## src/rtl/rom_arbiter.sv

```systemverilog
// rom_arbiter: shares one combinational ROM between the fetch and data-load ports, one-cycle registered response.
// Defining ROM_ARB_STARVE_GUARD_EN adds a bounded-wait guard that forces a fetch grant after MAX_WAIT denials.
module rom_arbiter #(
   parameter int ROM_WORDS = 4096,
   parameter int MAX_WAIT  = 4
) (
   input  logic        clk_i,
   input  logic        rst_i,
   input  logic        if_req_i,
   input  logic [31:0] if_addr_i,
   output logic        if_gnt_o,
   output logic        if_rvalid_o,
   output logic [31:0] if_rdata_o,
   output logic        if_err_o,
   input  logic        mem_req_i,
   input  logic [31:0] mem_addr_i,
   output logic        mem_gnt_o,
   output logic        mem_rvalid_o,
   output logic [31:0] mem_rdata_o,
   output logic        mem_err_o,
   output logic        rom_ce_o,
   output logic [31:0] rom_addr_o,
   input  logic [31:0] rom_data_i
);

   localparam logic [31:0] ROM_WORDS_C = 32'(ROM_WORDS);

   if (MAX_WAIT < 1 || MAX_WAIT > 15) begin : g_bad_max_wait
      $error("rom_arbiter: MAX_WAIT must be in 1..15");
   end

   function automatic logic addr_ok(input logic [31:0] a);
      return (a[1:0] == 2'b00) && ({2'b00, a[31:2]} < ROM_WORDS_C);
   endfunction

   logic        guard_fire;
   logic        gnt_any;
   logic        gnt_legal;
   logic [31:0] gnt_addr;

   logic        if_rvalid_q, if_rvalid_d;
   logic        if_err_q, if_err_d;
   logic [31:0] if_rdata_q, if_rdata_d;
   logic        mem_rvalid_q, mem_rvalid_d;
   logic        mem_err_q, mem_err_d;
   logic [31:0] mem_rdata_q, mem_rdata_d;

`ifdef ROM_ARB_STARVE_GUARD_EN
   localparam logic [3:0] MAX_WAIT_C = 4'(MAX_WAIT);

   logic [3:0] wait_q, wait_d;

   assign guard_fire = if_req_i && (wait_q == MAX_WAIT_C);

   // Counts consecutive denied fetch cycles; any fetch grant or idle fetch restarts the count.
   always_comb begin
      wait_d = wait_q;
      if (!if_req_i || if_gnt_o) begin
         wait_d = 4'd0;
      end else if (wait_q != MAX_WAIT_C) begin
         wait_d = wait_q + 4'd1;
      end
   end

   always_ff @(posedge clk_i or posedge rst_i) begin
      if (rst_i) begin
         wait_q <= 4'd0;
      end else begin
         wait_q <= wait_d;
      end
   end
`else
   assign guard_fire = 1'b0;
`endif

   assign mem_gnt_o = mem_req_i && !guard_fire;
   assign if_gnt_o  = if_req_i && !mem_gnt_o;

   assign gnt_any   = if_gnt_o || mem_gnt_o;
   assign gnt_addr  = mem_gnt_o ? mem_addr_i : if_addr_i;
   assign gnt_legal = gnt_any && addr_ok(gnt_addr);

   // A bad address still consumes the slot but never reaches the ROM.
   assign rom_ce_o   = gnt_legal;
   assign rom_addr_o = gnt_legal ? gnt_addr : 32'd0;

   always_comb begin
      if_rvalid_d  = if_gnt_o;
      if_err_d     = if_gnt_o && !gnt_legal;
      if_rdata_d   = if_rdata_q;
      mem_rvalid_d = mem_gnt_o;
      mem_err_d    = mem_gnt_o && !gnt_legal;
      mem_rdata_d  = mem_rdata_q;
      if (if_gnt_o) begin
         if_rdata_d = gnt_legal ? rom_data_i : 32'd0;
      end
      if (mem_gnt_o) begin
         mem_rdata_d = gnt_legal ? rom_data_i : 32'd0;
      end
   end

   always_ff @(posedge clk_i or posedge rst_i) begin
      if (rst_i) begin
         if_rvalid_q  <= 1'b0;
         if_err_q     <= 1'b0;
         if_rdata_q   <= 32'd0;
         mem_rvalid_q <= 1'b0;
         mem_err_q    <= 1'b0;
         mem_rdata_q  <= 32'd0;
      end else begin
         if_rvalid_q  <= if_rvalid_d;
         if_err_q     <= if_err_d;
         if_rdata_q   <= if_rdata_d;
         mem_rvalid_q <= mem_rvalid_d;
         mem_err_q    <= mem_err_d;
         mem_rdata_q  <= mem_rdata_d;
      end
   end

   assign if_rvalid_o  = if_rvalid_q;
   assign if_err_o     = if_err_q;
   assign if_rdata_o   = if_rdata_q;
   assign mem_rvalid_o = mem_rvalid_q;
   assign mem_err_o    = mem_err_q;
   assign mem_rdata_o  = mem_rdata_q;

endmodule
```

## config.mk

```make
export PLATFORM = sky130hd
export DESIGN_NAME = rom_arbiter
export DESIGN_NICKNAME = d
export VERILOG_FILES = /design/src/rtl/rom_arbiter.sv
export SDC_FILE = /design/constraint.sdc
export NUM_CORES = 1
export LEC_CHECK = 0
export ABC_AREA = 1
export ABC_CLOCK_PERIOD_IN_PS = 3200
export CORE_MARGIN = 3
export CORE_UTILIZATION = 30
export CTS_CLUSTER_SIZE = 28
export DETAILED_ROUTE_END_ITERATION = 10
export HOLD_SLACK_MARGIN = 0.08
export PLACE_DENSITY = 0.65
export SYNTH_ARGS = -nofsm -noshare
export SYNTH_HDL_FRONTEND = slang
export SYNTH_SLANG_ARGS = --single-unit
```

## constraint.sdc

```tcl
create_clock -name clk_i -period 3.2 [get_ports clk_i]
set_input_delay 0.8 -clock clk_i [delete_from_list [all_inputs] [get_ports clk_i]]
set_output_delay 0.8 -clock clk_i [all_outputs]
set_load 0.01 [all_outputs]
```

**Word level (Yosys, flattened, before mapping)**

Cells that the tools add are included.

- Output and inout bits: 103
- Word-level logic and storage cells: 19
- Flip-flop bits (word level): 68

- Multiplexer cells: 3
- $lt $le $gt $ge: 1
- Reductions and logical operators: 9

Operators by type and width:

| cell | number |
|---|---|
| $mux 32 | 3 |
| $lt 30x13->1 const B | 1 |
| $logic_and 1x1->1 | 5 |
| $logic_not 1->1 | 2 |
| $logic_not 2->1 | 1 |
| $logic_or 1x1->1 | 1 |

**Logic depth before layout (Yosys ltp)**

- Depth in word-level cells: 6
- Depth in mapped cells: 12
- Depth with buffers taken out: 10

**Least setup slack after synthesis**

No wires, ideal clock.

- Kind: in2out
- Start point: in mem_req_i
- End point: out rom_addr_o[10]
- Setup slack: 0.507 ns
- Stages: 9
- Path buffers: 2
- Data arrival time: 1.893 ns
- Required time: 2.400 ns
- Cell sequence: buf_2 -> o21ai_0 -> nand2_1 -> nor2_1 -> nand2_1 -> nor2_1 -> nand2_1 -> buf_2 -> a21oi_1

- Longest elaborated chain between the ends: 5
- Elaborated cells on any way between the ends: 9

Ends and longest elaborated chain:

| item | RTL line | source |
|---|---|---|
| start: declaration | 15 | `input logic mem_req_i,` |
| $mux 32 or $logic_not 1->1 (tied branches) | 80, 77 |  |
| $lt 30x13->1 (tied with other cells) | 33 | `return (a[1:0] == 2'b00) && ({2'b00, a[31:2]} < ROM_WORDS_C);` |
| $logic_and 1x1->1 or $logic_or 1x1->1 (tied branches) | 33, 79 |  |
| $logic_and 1x1->1 | 81 | `assign gnt_legal = gnt_any && addr_ok(gnt_addr);` |
| $mux 32 * | 85 | `assign rom_addr_o = gnt_legal ? gnt_addr : 32'd0;` |
| end: declaration | 22 | `output logic [31:0] rom_addr_o,` |

Mark *: on every way between the ends. The rest lies on a longest branch, timed or not.

**Worst setup path in the final report**

- Start point: in if_addr_i[31]
- End point: out rom_addr_o[3]

- Longest elaborated chain between the ends: 5

Ends and longest elaborated chain:

| item | RTL line | source |
|---|---|---|
| start: declaration | 10 | `input logic [31:0] if_addr_i,` |
| $mux 32 | 80 | `assign gnt_addr = mem_gnt_o ? mem_addr_i : if_addr_i;` |
| $lt 30x13->1 | 33 |  |
| $logic_and 1x1->1 | 33 |  |
| $logic_and 1x1->1 | 81 |  |
| $mux 32 | 85 |  |

No other way between the ends.

==> summary.md <==
| Metric | Value |
|---|---|
| Status | completed |
| Maximum capacitance violations | 0 |
| Number of cells in the design after placement | 765 |
| Placed wire-length estimate | 8300 microns |
| Final hold violations | 0 |
| Die X-Extent | 113.7 microns |
| Cell Chain, Critical Path | clkdlybuf4s50_1, inv_1, nand2_1, nand2_1, nand2_1, nor2_1, nand2_1, nor2_4, nand2_4, buf_12, a21oi_1, buf_2 |
| First-pass GRT wire length | 18,550 microns |
| Transition time at the pin with the least slew margin | 762.0 ps |
| PwrDens | 370.0 nW/um^2 |
| Delay of the slowest cell on the worst path | 420 ps |
| Syn Inst Count | 460 |
| Slack of the worst reg-to-reg path | 2560 ps |
| Clock transition at the registers of the reported paths | 60 ps |
| Largest vdd supply drop | 0.2026 mV |
| Final antenna diode count | 0 |
| Required time at the worst-slack endpoint | 2400 ps |
| Num ports | 203 |
| Post-detailed-route wirelength per cell | 14.88 microns |
| Signed area change from the synthesized netlist to the final layout | 63.04% |
| Remaining antenna violation count after routing | 0 |
| Filler Cells Inserted | 1,091 |
| Final setup vio count | 0 |
| Share of the cycle needed by the critical path after routing | 0.9635 |
| CP top delay family | buffers and inverters |
| Number of global-route vias before repair | 3,563 |
| CTS tree | done |
| Setup Crit Path Kind | in -> out |
| Commonest non-fill, non-tap cell in the layout | sky130_fd_sc_hd__nand2_1 |
| Post-Synthesis Mean Instance Area | 7.559 sq um |
| Fraction of layout instances using a drive strength above 1 | 0.09346 |
| Count of yosys warnings during synthesis | 0 |
| Total number of placement rows | 38 |
| Gp weighted congestion | 0.8473 |
| Unrepaired setup endpoints after global routing | true |
| Total routed wirelength | 11,640 microns |
| Cell at the slowest stage of the critical path | sky130_fd_sc_hd__clkdlybuf4s50_1 |
| DRC violation count after routing | 0 |
| Pin count of the biggest net entering global routing | 65 |
| Die area | 12,920 sq um |
| Floorplan core area | 11,080 sq um |
| Residual overflow from global routing | 0 |
| Category of the worst setup path launch point | input port |
| Element type at the critical path end | output port |
| Cts bufs inserted | 9 |
| Input/output buffers | 182 |
| Count of vias placed by the detailed router | 3,560 |
| Violation count after the first detailed-routing iteration | 146 |
| Most prevalent standard cell on the critical path | sky130_fd_sc_hd__nand2_1 |
| Combined area of all synthesized cells | 3477 sq um |
| Crit Path Max Fanout | 13 |
| Worst slew slack as a fraction of its limit | 0.4913 |
| Number of library cell types mapped by synthesis | 16 |
| Leading cell types in the layout, fill and taps excluded | 210 x sky130_fd_sc_hd__nand2_1, 168 x sky130_fd_sc_hd__clkdlybuf4s50_1, 68 x sky130_fd_sc_hd__dfrtp_1 |
| Number of vias per cell after detailed routing | 4.552 |
| GRT Util Overall | 0.1795 |
| Leakage dissipation | 2.914 nW |
| Final Util | 0.5117 |
| Library cell used as clock root buffer | sky130_fd_sc_hd__clkbuf_16 |
| Number of detailed-route iterations in the first pass | 4 |
| Worst Path Buf+Inv | 4 |
| Final Max Slew Viols | 0 |
| Finished Layout Cells | 782 |
| Sequential fraction of the synthesis area | 0.4894 |
| Synthesis-stage register bit count | 68 |
| Fin Clk Skew | 0 ps |
| Number of buffers on the longest clock path | 2 |
| Hold buffers post-CTS | 0 |
| Path category of the worst min-delay check | reg -> reg |
| Initial antenna violation count | 0 |
| Total Nets Final | 737 |
| Sink count of the clock tree | 68 |
| Period minus WS final | 3083 ps |
| Initial core utilization | 0.3139 |
| Die outline height | 113.7 microns |
| Achievable frequency | 0.3244 GHz |
| Critical path data arrival time | 2280 ps |
| Count of H-tree levels built during CTS | 3 |
| Clock insertion delay at the later pin of the skew report | 320 ps |
==> repair_timing <==
item                                    in CTS  in global routing
pin swaps                                    1                  4
buffers inserted                             0                  1
resized for setup                           29                 25
endpoints found under the setup margin      13                 13
==> logic make-up (layout without fill, tap and decap cells) <==
| logic type | after synthesis | in the layout | share of synthesized area |
|---|---|---|---|
| buffers and inverters | 87 | 250 | 0.1281 |
| and+or+nand+nor | 289 | 289 | 0.3598 |
| other | 1 | 20 | 0.001078 |
| DFF | 68 | 68 | 0.4894 |
| AOI/OAI and AO/OA | 15 | 15 | 0.02159 |
==> state kept, by name, indices dropped and copies added, names as in the netlist <==
| signal | count |
|---|---|
| if_rdata_o | 32 |
| mem_rdata_o | 32 |
| if_err_o | 1 |
| if_rvalid_o | 1 |
| mem_err_o | 1 |
| mem_rvalid_o | 1 |
==> synthesized netlist by cell type <==
library cell / number / area (sq um)
sky130_fd_sc_hd__nand4_1: 65 / 406.6
sky130_fd_sc_hd__buf_6: 1 / 11.26
sky130_fd_sc_hd__dfrtp_1: 68 / 1702
sky130_fd_sc_hd__buf_4: 24 / 180.2
sky130_fd_sc_hd__buf_2: 17 / 85.08
sky130_fd_sc_hd__nand3_1: 1 / 5.000
sky130_fd_sc_hd__inv_2: 1 / 3.750
sky130_fd_sc_hd__nor2_1: 10 / 37.54
sky130_fd_sc_hd__or2_2: 1 / 6.260
sky130_fd_sc_hd__buf_1: 4 / 15.01
sky130_fd_sc_hd__inv_1: 31 / 116.4
sky130_fd_sc_hd__o21ai_0: 3 / 15.01
sky130_fd_sc_hd__a21oi_1: 12 / 60.06
sky130_fd_sc_hd__conb_1: 1 / 3.750
sky130_fd_sc_hd__clkbuf_1: 9 / 33.78
sky130_fd_sc_hd__nand2_1: 212 / 795.8
==> worst register-to-register path, stage by stage (launching register included) <==
cell	delay [ps]
sky130_fd_sc_hd__dfrtp_1	390
sky130_fd_sc_hd__nand2_1	80
sky130_fd_sc_hd__nand2_1	60
==> report_power, final <==
part	switching [mW]	internal (mW)
sequential	0.000592	0.863
clock	0.359	0.599
combinational	0.130	0.146
total	0.490	1.61
==> layout make-up <==
class	count	area, sq um	area share
Multi-Input combinational cell	324	1448	0.2554
Clock inverter	5	52.55	0.009269
Clock buffer	11	232.7	0.04105
Timing Repair Buffer	202	1939	0.3421
Tap cell	140	175.2	0.03090
Sequential cell	68	1702	0.3002
Inverter	32	120.1	0.02119
==> worst paths after layout <==
kind                                start              end  cells after the start
max in group asynchronous           rst_i    if_rdata_o[8]                      3
min reg2reg                mem_rdata_o[1]   mem_rdata_o[1]                      2
min                        mem_rdata_o[1]   mem_rdata_o[1]                      2
max                         if_addr_i[31]    rom_addr_o[3]                     12
min in group asynchronous           rst_i  mem_rdata_o[23]                      2
max reg2reg                mem_rdata_o[8]   mem_rdata_o[8]                      2
==> through the flow <==
| stage | TNS [ps] | hold slack [ps] | cell area [sq um] | total power, mW | setup slack [ps] |
|---|---|---|---|---|---|
| 6_report | 0 | 478.5 | 5669 | 2.097 | 116.9 |
| 3_3_place_gp | -4184 | 464.1 | 5418 | 1.152 | -334.7 |
| 5_1_grt | -35.07 | 488.7 | 5669 | 2.179 | -12.98 |
| 3_5_place_dp | -4373 | 465.1 | 5418 | 1.153 | -385.1 |
| 2_1_floorplan | 0 | 516.1 | 3548 | 0.9965 | 507.4 |
| 4_1_cts | 0 | 480.7 | 5700 | 2.122 | 0.5775 |
==> routing by layer <==
| layer | up-vias | track usage | wire length, microns |
|---|---|---|---|
| met1 | 1653 | 0.2358 | 4984 |
| met4 | 0 | 0.04567 | 128 |
| li1 | 1784 | - | - |
| met3 | 11 | 0.03926 | 636 |
| met5 | - | 0 | 0 |
| met2 | 112 | 0.3011 | 5889 |
No activity file was read; power rests on OpenSTA's default activity.
